<file path="config.mk">
export PLATFORM = sky130hd
export DESIGN_NAME = cache_burst_controller_flat
export DESIGN_NICKNAME = d
export VERILOG_FILES = /design/src/rtl/cache_burst_controller_pkg.sv /design/src/rtl/cache_burst_controller_if.sv /design/src/rtl/cache_burst_controller_beat_counter.sv /design/src/rtl/cache_burst_controller.sv /design/src/flat_wrapper.sv
export SDC_FILE = /design/constraint.sdc
export NUM_CORES = 1
export LEC_CHECK = 0
export ABC_AREA = 1
export CAP_MARGIN = 20
export CORE_MARGIN = 2
export CORE_UTILIZATION = 34
export CTS_BUF_LIST = sky130_fd_sc_hd__clkbuf_4 sky130_fd_sc_hd__clkbuf_8
export DETAILED_ROUTE_END_ITERATION = 10
export PLACE_DENSITY = 0.84
export SLEW_MARGIN = 20
export SYNTH_ARGS = -nofsm -noshare
export SYNTH_HDL_FRONTEND = slang
export SYNTH_SLANG_ARGS = --single-unit
</file>
<file path="constraint.sdc">
create_clock -name clk -period 1.4 [get_ports clk]
set_clock_uncertainty 0.2 [all_clocks]
set_input_delay 0.28 -clock clk [delete_from_list [all_inputs] [get_ports clk]]
set_output_delay 0.28 -clock clk [all_outputs]
set_load 0.05 [all_outputs]
</file>
<file path="src/rtl/cache_burst_controller_pkg.sv">
// Shared types and defaults for the burst cache controller.
// The Hit_Cnt/Miss_Cnt feature is enabled by defining CACHE_PERF_CNT_EN.
package cache_burst_controller_pkg;

  localparam int unsigned DEF_WORDS  = 4;
  localparam int unsigned DEF_WSEL_W = 2;
  localparam int unsigned DEF_BYTES  = 4;
  localparam int unsigned DEF_CNT_W  = 32;

  typedef enum logic [1:0] {
    ST_INIT = 2'd0,
    ST_TAG  = 2'd1,
    ST_MB   = 2'd2,
    ST_WB   = 2'd3
  } state_t;

  // Word index to one-hot word enable at the default block size
  function automatic logic [DEF_WORDS-1:0] onehot(input logic [DEF_WSEL_W-1:0] sel);
    return DEF_WORDS'(1) << sel;
  endfunction

endpackage

</file>
<file path="src/rtl/cache_burst_controller_if.sv">
// CPU, tag/data array and memory-side signals of the burst cache controller.
// Hit_Cnt/Miss_Cnt exist only when CACHE_PERF_CNT_EN is defined.
interface cache_burst_controller_if
  import cache_burst_controller_pkg::*;
#(
  parameter int unsigned WORDS  = DEF_WORDS,
  parameter int unsigned WSEL_W = DEF_WSEL_W,
`ifdef CACHE_PERF_CNT_EN
  parameter int unsigned CNT_W  = DEF_CNT_W,
`endif
  parameter int unsigned BYTES  = DEF_BYTES
);
  logic              Req_CPU;
  logic              Wr_CPU;
  logic [BYTES-1:0]  Be_CPU;
  logic [WSEL_W-1:0] Word_Select;
  logic              Hit;
  logic              Dirty;
  logic              Rdy_Low;
  logic              Rdy_CPU;
  logic              Req_Low;
  logic              Wr_Low;
  logic [WSEL_W-1:0] Beat_Low;
  logic              ASel;
  logic [WORDS-1:0]  Wn;
  logic [WORDS-1:0]  En_Word;
  logic [BYTES-1:0]  En_Byte;
  logic              Wr;
  logic              ValidNew;
  logic              DirtyNew;
`ifdef CACHE_PERF_CNT_EN
  logic [CNT_W-1:0]  Hit_Cnt;
  logic [CNT_W-1:0]  Miss_Cnt;
`endif

  modport master (
    output Req_CPU, Wr_CPU, Be_CPU, Word_Select, Hit, Dirty, Rdy_Low,
`ifdef CACHE_PERF_CNT_EN
    input  Hit_Cnt, Miss_Cnt,
`endif
    input  Rdy_CPU, Req_Low, Wr_Low, Beat_Low, ASel, Wn, En_Word, En_Byte,
           Wr, ValidNew, DirtyNew
  );

  modport slave (
    input  Req_CPU, Wr_CPU, Be_CPU, Word_Select, Hit, Dirty, Rdy_Low,
`ifdef CACHE_PERF_CNT_EN
    output Hit_Cnt, Miss_Cnt,
`endif
    output Rdy_CPU, Req_Low, Wr_Low, Beat_Low, ASel, Wn, En_Word, En_Byte,
           Wr, ValidNew, DirtyNew
  );

endinterface

</file>
<file path="src/rtl/cache_burst_controller_beat_counter.sv">
// Beat index shared by write-back and refill bursts; wraps naturally after the last beat.
module cache_burst_controller_beat_counter #(
  parameter int unsigned WORDS  = 4,
  parameter int unsigned WSEL_W = 2
) (
  input  logic              clk,
  input  logic              rst,
  input  logic              i_inc,
  input  logic              i_clear,
  output logic [WSEL_W-1:0] o_beat,
  output logic              o_last
);
  logic [WSEL_W-1:0] r_beat;

  always_ff @(posedge clk) begin
    if (!rst) begin
      r_beat <= '0;
    end else if (i_clear) begin
      r_beat <= '0;
    end else if (i_inc) begin
      r_beat <= r_beat + WSEL_W'(1);
    end
  end

  assign o_beat = r_beat;
  assign o_last = (r_beat == WSEL_W'(WORDS - 1));

endmodule

</file>
<file path="src/rtl/cache_burst_controller.sv">
// Write-back, write-allocate direct-mapped cache controller with beat-per-word memory bursts.
// Define CACHE_PERF_CNT_EN to add saturating hit/miss counters.
module cache_burst_controller
  import cache_burst_controller_pkg::*;
#(
  parameter int unsigned WORDS  = DEF_WORDS,
  parameter int unsigned WSEL_W = DEF_WSEL_W,
`ifdef CACHE_PERF_CNT_EN
  parameter int unsigned CNT_W  = DEF_CNT_W,
`endif
  parameter int unsigned BYTES  = DEF_BYTES
) (
  input logic                     clk,
  input logic                     rst,
  cache_burst_controller_if.slave bus
);
  state_t            r_state;
  state_t            w_next;
  logic              w_inc;
  logic              w_clear;
  logic [WSEL_W-1:0] w_beat;
  logic              w_last;

  logic              w_rdy_cpu;
  logic              w_req_low;
  logic              w_wr_low;
  logic [WSEL_W-1:0] w_beat_low;
  logic              w_asel;
  logic [WORDS-1:0]  w_wn;
  logic [WORDS-1:0]  w_en_word;
  logic [BYTES-1:0]  w_en_byte;
  logic              w_wr;
  logic              w_valid_new;
  logic              w_dirty_new;

  cache_burst_controller_beat_counter #(
    .WORDS  (WORDS),
    .WSEL_W (WSEL_W)
  ) u_beat (
    .clk     (clk),
    .rst     (rst),
    .i_inc   (w_inc),
    .i_clear (w_clear),
    .o_beat  (w_beat),
    .o_last  (w_last)
  );

  always_ff @(posedge clk) begin
    if (!rst) begin
      r_state <= ST_INIT;
    end else begin
      r_state <= w_next;
    end
  end

  // Next state and state-decoded array/memory controls
  always_comb begin
    w_next      = r_state;
    w_inc       = 1'b0;
    w_clear     = 1'b0;
    w_rdy_cpu   = 1'b0;
    w_req_low   = 1'b0;
    w_wr_low    = 1'b0;
    w_beat_low  = '0;
    w_asel      = 1'b0;
    w_wn        = '0;
    w_en_word   = '0;
    w_en_byte   = '0;
    w_wr        = 1'b0;
    w_valid_new = 1'b0;
    w_dirty_new = 1'b0;
    unique case (r_state)
      ST_INIT: begin
        w_clear = 1'b1;
        w_next  = ST_TAG;
      end
      ST_TAG: begin
        w_rdy_cpu = bus.Req_CPU && bus.Hit;
        if (bus.Req_CPU && bus.Hit && bus.Wr_CPU) begin
          w_wr        = 1'b1;
          w_en_word   = WORDS'(1) << bus.Word_Select;
          w_en_byte   = bus.Be_CPU;
          w_valid_new = 1'b1;
          w_dirty_new = 1'b1;
        end
        if (bus.Req_CPU && !bus.Hit) begin
          w_next = bus.Dirty ? ST_WB : ST_MB;
        end
      end
      ST_WB: begin
        w_req_low  = 1'b1;
        w_wr_low   = 1'b1;
        w_asel     = 1'b1;
        w_beat_low = w_beat;
        if (bus.Rdy_Low) begin
          w_inc = 1'b1;
          if (w_last) begin
            w_next = ST_MB;
          end
        end
      end
      ST_MB: begin
        w_req_low  = 1'b1;
        w_beat_low = w_beat;
        if (bus.Rdy_Low) begin
          w_wr        = 1'b1;
          w_en_word   = WORDS'(1) << w_beat;
          w_en_byte   = '1;
          w_wn        = '1;
          w_valid_new = w_last;
          w_inc       = 1'b1;
          if (w_last) begin
            w_next = ST_TAG;
          end
        end
      end
      default: w_next = ST_INIT;
    endcase
  end

  assign bus.Rdy_CPU  = w_rdy_cpu;
  assign bus.Req_Low  = w_req_low;
  assign bus.Wr_Low   = w_wr_low;
  assign bus.Beat_Low = w_beat_low;
  assign bus.ASel     = w_asel;
  assign bus.Wn       = w_wn;
  assign bus.En_Word  = w_en_word;
  assign bus.En_Byte  = w_en_byte;
  assign bus.Wr       = w_wr;
  assign bus.ValidNew = w_valid_new;
  assign bus.DirtyNew = w_dirty_new;

`ifdef CACHE_PERF_CNT_EN
  logic             r_replay;
  logic [CNT_W-1:0] r_hit_cnt;
  logic [CNT_W-1:0] r_miss_cnt;

  // Replayed access after a refill is not counted as a hit
  always_ff @(posedge clk) begin
    if (!rst) begin
      r_replay   <= 1'b0;
      r_hit_cnt  <= '0;
      r_miss_cnt <= '0;
    end else begin
      if (r_state == ST_TAG) begin
        r_replay <= 1'b0;
      end else if (r_state == ST_MB && bus.Rdy_Low && w_last) begin
        r_replay <= 1'b1;
      end
      if (r_state == ST_TAG && bus.Req_CPU && bus.Hit && !r_replay && (r_hit_cnt != '1)) begin
        r_hit_cnt <= r_hit_cnt + CNT_W'(1);
      end
      if (r_state == ST_TAG && bus.Req_CPU && !bus.Hit && (r_miss_cnt != '1)) begin
        r_miss_cnt <= r_miss_cnt + CNT_W'(1);
      end
    end
  end

  assign bus.Hit_Cnt  = r_hit_cnt;
  assign bus.Miss_Cnt = r_miss_cnt;
`endif

endmodule
</file>
<file path="src/flat_wrapper.sv">
// flat-port wrapper written by rule: the top's interface ports become plain ports
module cache_burst_controller_flat import cache_burst_controller_pkg::*;
#(
  parameter int unsigned WORDS  = DEF_WORDS,
  parameter int unsigned WSEL_W = DEF_WSEL_W,

  parameter int unsigned BYTES  = DEF_BYTES
)
  (clk, rst, bus_Req_CPU, bus_Wr_CPU, bus_Be_CPU, bus_Word_Select, bus_Hit, bus_Dirty, bus_Rdy_Low, bus_Rdy_CPU, bus_Req_Low, bus_Wr_Low, bus_Beat_Low, bus_ASel, bus_Wn, bus_En_Word, bus_En_Byte, bus_Wr, bus_ValidNew, bus_DirtyNew);
  cache_burst_controller_if #(.WORDS(WORDS), .WSEL_W(WSEL_W), .BYTES(BYTES)) bus_i ();
  input logic clk;
  input logic rst;
  input wire logic [$bits(bus_i.Req_CPU)-1:0] bus_Req_CPU;
  input wire logic [$bits(bus_i.Wr_CPU)-1:0] bus_Wr_CPU;
  input wire logic [$bits(bus_i.Be_CPU)-1:0] bus_Be_CPU;
  input wire logic [$bits(bus_i.Word_Select)-1:0] bus_Word_Select;
  input wire logic [$bits(bus_i.Hit)-1:0] bus_Hit;
  input wire logic [$bits(bus_i.Dirty)-1:0] bus_Dirty;
  input wire logic [$bits(bus_i.Rdy_Low)-1:0] bus_Rdy_Low;
  output wire logic [$bits(bus_i.Rdy_CPU)-1:0] bus_Rdy_CPU;
  output wire logic [$bits(bus_i.Req_Low)-1:0] bus_Req_Low;
  output wire logic [$bits(bus_i.Wr_Low)-1:0] bus_Wr_Low;
  output wire logic [$bits(bus_i.Beat_Low)-1:0] bus_Beat_Low;
  output wire logic [$bits(bus_i.ASel)-1:0] bus_ASel;
  output wire logic [$bits(bus_i.Wn)-1:0] bus_Wn;
  output wire logic [$bits(bus_i.En_Word)-1:0] bus_En_Word;
  output wire logic [$bits(bus_i.En_Byte)-1:0] bus_En_Byte;
  output wire logic [$bits(bus_i.Wr)-1:0] bus_Wr;
  output wire logic [$bits(bus_i.ValidNew)-1:0] bus_ValidNew;
  output wire logic [$bits(bus_i.DirtyNew)-1:0] bus_DirtyNew;
  assign bus_i.Req_CPU = bus_Req_CPU;
  assign bus_i.Wr_CPU = bus_Wr_CPU;
  assign bus_i.Be_CPU = bus_Be_CPU;
  assign bus_i.Word_Select = bus_Word_Select;
  assign bus_i.Hit = bus_Hit;
  assign bus_i.Dirty = bus_Dirty;
  assign bus_i.Rdy_Low = bus_Rdy_Low;
  assign bus_Rdy_CPU = bus_i.Rdy_CPU;
  assign bus_Req_Low = bus_i.Req_Low;
  assign bus_Wr_Low = bus_i.Wr_Low;
  assign bus_Beat_Low = bus_i.Beat_Low;
  assign bus_ASel = bus_i.ASel;
  assign bus_Wn = bus_i.Wn;
  assign bus_En_Word = bus_i.En_Word;
  assign bus_En_Byte = bus_i.En_Byte;
  assign bus_Wr = bus_i.Wr;
  assign bus_ValidNew = bus_i.ValidNew;
  assign bus_DirtyNew = bus_i.DirtyNew;
  cache_burst_controller #(.WORDS(WORDS), .WSEL_W(WSEL_W), .BYTES(BYTES)) u_core (.clk(clk), .rst(rst), .bus(bus_i));
endmodule
</file>
==> results of run 1 <==
cell families after synthesis:
logic type | count (synthesis)
compound gates | 9
fa+ha+maj | 8
buf+inv | 23
flops | 4
simple gates | 49
per-stage QoR:
stage | setup slack [ns] | instances | hold WS (ns) | setup TNS (ns)
2_1_floorplan | -0.537 | 93 | 0.191 | -5.76
3_3_place_gp | -0.636 | 158 | 0.298 | -10.06
3_5_place_dp | -0.705 | 158 | 0.315 | -11.46
==> flow_summary.json, run 1 <==
{
  "synth_simple_gate_area_share_pct": 39.9,
  "gp_congestion": 0.751,
  "error": "[ERROR DPL-0038] Utilization greater than 100%, impossible to legalize",
  "synth_adder_area_share_pct": 18.2,
  "ys_types": 17,
  "lastStage": "clock tree synthesis",
  "synth.most_common_cell": "nor2_1",
  "yosysTopAreaCell": "ha_1",
  "cts_hold_buffers": 0,
  "dp_hpwl_um": 2130,
  "start_util_pct": 36.5,
  "post_cts_resized": 38,
  "postPlaceCellArea_um2": 1410,
  "synth_top_family_by_area": "simple AND/OR/NAND/NOR gates",
  "ys.warnings.count": 0,
  "synth_nets": 114,
  "cts_max_path_buffers": 2,
  "synth_seq_area_share_pct": 14.6,
  "avgSynthCellArea_um2": 5.91,
  "synth_xor_area_share_pct": 0,
  "ys_async_sr_fraction_pct": 0,
  "synthFlopType": "dfxtp_1",
  "num_io_pins": 34,
  "status": "aborted with a tool error",
  "die_x_um": 44.2,
  "fp-row-count": 14,
  "mappedNetlistArea_um2": 549,
  "cts_root_buf": "clkbuf_4",
  "synthMuxAreaShare_pct": 0,
  "dieHeight_um": 44.2,
  "synth_top_cell_area_share_pct": 18.2,
  "htreeDepth": 1,
  "netlist_instances": 93,
  "synth_edf_count": 0,
  "ys_top_cells_by_count": "nor2_1 (22), nand2_1 (17), inv_1 (15)",
  "post_cts_buffers": 3,
  "cts_buffers": 3,
  "io_buffers": 33,
  "synth_area_leaders": "ha_1 (18%), nor2_1 (15%), dfxtp_1 (15%), nand2_1 (12%), inv_1 (10%)",
  "ys_ff_latch": 4,
  "clkSinkCount": 4,
  "synth_compound_gate_area_share_pct": 8.88
}
==> run 2, diff against run 1 <==
CORE_AREA = 2 2 63 65   (was default)
CORE_MARGIN = default   (was 2)
CORE_UTILIZATION = default   (was 34)
CTS_BUF_LIST = default   (was sky130_fd_sc_hd__clkbuf_4 sky130_fd_sc_hd__clkbuf_8)
DIE_AREA = 0 0 65 67   (was default)
PLACE_DENSITY = default   (was 0.84)
PLACE_DENSITY_LB_ADDON = 0.15   (was default)
clock period = 1.82 ns   (was 1.4 ns; I/O delays follow)
==> run 2 against run 1 <==
The flow now finishes, with violations (setup timing); synthesized cell count stayed put; area after synthesis stayed put.
==> flow_summary.json, run 2 <==
{
  "synth_edf_count": 0,
  "grt_pass1_vias": 726,
  "vias": 748,
  "gp_congestion": 0.706,
  "irDropWorstVdd_uv": 737,
  "instances_no_fill": 198,
  "num_io_pins": 34,
  "die_area_um2": 4360,
  "cts_max_path_buffers": 2,
  "start_util_pct": 15.2,
  "slew_headroom_pct": 83.5,
  "finalHoldViolCount": 0,
  "grt_max_degree": 10,
  "ant_nets": 0,
  "ys_ff_latch": 4,
  "holdPathStages": 2,
  "setup_viol": 18,
  "synth_nets": 114,
  "dieHeight_um": 67,
  "setup.worst_path.end_class": "primary output",
  "final_layout_size_suffix_gt1_share_pct": 63.3,
  "reg2reg_depth": 11,
  "layout_commonest_cell": "buf_12",
  "p_per_area_nw_per_um2": 1270,
  "routed_wl_um": 1880,
  "power_switching_share_pct": 46.9,
  "fmax_mhz": 487,
  "drtIter0Drc": 4,
  "clock_latency_ns": 0.22,
  "r2r-start": "u_core.r_state[1]",
  "synth_seq_area_share_pct": 14.6,
  "fp-row-count": 22,
  "pwr-share-seq_pct": 8.4,
  "dr.pass1.iters": 4,
  "maxCapViolCount": 0,
  "multi_input_area_um2": 574,
  "post-route-min-period_ns": 2.05,
  "synthFlopType": "dfxtp_1",
  "nets": 172,
  "whs_ns": 0.332,
  "r2r_slack_ns": 0.13,
  "mappedNetlistArea_um2": 549,
  "cp_slowest_stage_delay_ns": 0.35,
  "p_leak_nw": 0.683,
  "status": "complete, but fails checks",
  "ys.warnings.count": 0,
  "violations": "setup timing",
  "cp-start-kind": "flop",
  "dp_hpwl_um": 1530,
  "netlist_instances": 93,
  "p_comb_share_pct": 82.0,
  "clkSinkCount": 4,
  "whs_endpoint": "u_core.u_beat.o_beat[0]",
  "avgSynthCellArea_um2": 5.91,
  "p_int_mw": 1.12,
  "seqCellArea_um2": 87.6,
  "ys_top_cells_by_count": "nor2_1 (22), nand2_1 (17), inv_1 (15)",
  "synth_area_leaders": "ha_1 (18%), nor2_1 (15%), dfxtp_1 (15%), nand2_1 (12%), inv_1 (10%)",
  "finalCritPeriodShare_pct": 113,
  "worstHoldStart": "u_core.u_beat.o_beat[0]",
  "critPathArrivalTime_ns": 1.49,
  "grt_overflow": 0,
  "synth_top_cell_area_share_pct": 18.2,
  "setup_slack_ns": -0.232,
  "most-common-layout-cells": "buf_12 (21), buf_4 (11), nand2_1 (10), nor2_1 (10), buf_6 (10)",
  "drv_slew": 0,
  "crit_fanout": 3,
  "grt_pass1_wl_um": 3020,
  "core-area_um2": 3610,
  "track_usage_pct": 8.96,
  "route.detailed.drc": 0,
  "required_ns": 1.26,
  "cp_cell_sequence": "buf_6, ha_4, nand2_4, inv_8, o21ai_4, buf_4, clkinvlp_4, buf_12",
  "grt_setup_unrepaired": "true",
  "ys_types": 17,
  "cts_root_buf": "clkbuf_8",
  "worst_slew_pin_slew_ns": 0.247,
  "fillers": 359,
  "fin_setup_tns_ns": -2.86,
  "area_growth_pct": 201,
  "cts_tree": "built",
  "synth.most_common_cell": "nor2_1",
  "cp_num_cells": 8,
  "dp.cells": 183,
  "htreeDepth": 1,
  "wire_per_inst_um": 9.47,
  "routed_via_density": 3.78,
  "switching_power_uw": 987,
  "ys_async_sr_fraction_pct": 0,
  "cts_buffers": 3,
  "crit_type": "reg -> out",
  "antenna_found_initial": 0,
  "cp.buffers_inverters": 5,
  "io_buffers": 33,
  "die_x_um": 65,
  "yosysTopAreaCell": "ha_1",
  "critical_path.top_delay_family": "buffers and inverters",
  "slowest_stage": "dfxtp_4",
  "r2r_end": "u_core.u_beat.o_beat[0]",
  "pwr-share-clk_pct": 9.5,
  "clkTransAtPathRegs_ns": 0.03,
  "antenna_cells": 0,
  "worstHoldPathType": "reg -> reg"
}
-- run 2: cell counts after synthesis --
No cell type changed its count.
-- run 2: worst min-delay path: stages, from the launching register on --
cell	delay, ns
dfxtp_1	0.33
nor2_1	0.10
nor2_1	0.05
-- run 2: cell families (layout without fill, tap and decap cells) --
| family | count (synthesis) | in the layout | synth area share, % |
|---|---|---|---|
| and+or+nand+nor | 49 | 49 | 39.9 |
| buffers and inverters | 23 | 80 | 18.4 |
| AOI/OAI and AO/OA | 9 | 9 | 8.88 |
| adders and majority gates | 8 | 8 | 18.2 |
| DFF | 4 | 4 | 14.6 |
-- run 2: how the worst max path moves through the flow --
stage	start	endpoint
final	u_core.r_state[1]	bus_Wr
after global routing	u_core.r_state[1]	bus_En_Word[2]
after CTS	u_core.r_state[1]	bus_En_Byte[3]
after detailed placement	bus_Req_CPU	bus_Wr
after global placement	bus_Rdy_Low	bus_Wr
after floorplan	u_core.r_state[1]	bus_En_Byte[0]
-- run 2: metal layers --
metal	routed length [um]	vias to the layer above	share of wire, %	track usage [%]
li1	-	391	-	-
met1	737	332	39	8.63
met2	1010	23	54	18.3
met3	111	2	5.9	1.52
met4	22	0	1.2	3.99
met5	0	-	0	0
-- run 2: repair_timing --
action	4_1_cts	5_1_grt
hold buffers	0	0
setup buffers	10	5
pin swaps	11	9
cloned	0	1
endpoints found under the setup margin	19	20
resized for setup	28	17
-- run 2: power groups by stage --
stage,Combinational [mW],Sequential (mW),Clock [mW]
after global routing,1.84,0.186,0.216
after global placement,1.40,0.161,0
after CTS,1.61,0.182,0.207
after detailed placement,1.41,0.164,0
final,1.73,0.177,0.200
after floorplan,0.845,0.170,0
-- run 2: cell type report --
cell class	instances	area share, %
clock buffers	4	2.72
well taps	48	3.63
multi-input cells	66	34.7
repair buffers	57	47.7
inverters	19	5.98
flip-flops and latches	4	5.29
-- run 2: metrics by stage --
stage / util (%) / area, um^2 / worst slack (ns) / power, mW
detailed placement: 38.2 / 1380 / -0.425 / 1.58
global route: 45.9 / 1650 / -0.286 / 2.25
floorplan: - / 711 / -0.201 / 1.02
CTS: 43.5 / 1570 / -0.247 / 2.00
global placement: 38.2 / 1380 / -0.398 / 1.56
finish: 45.9 / 1650 / -0.232 / 2.10
(Power assumes the default switching activity.)
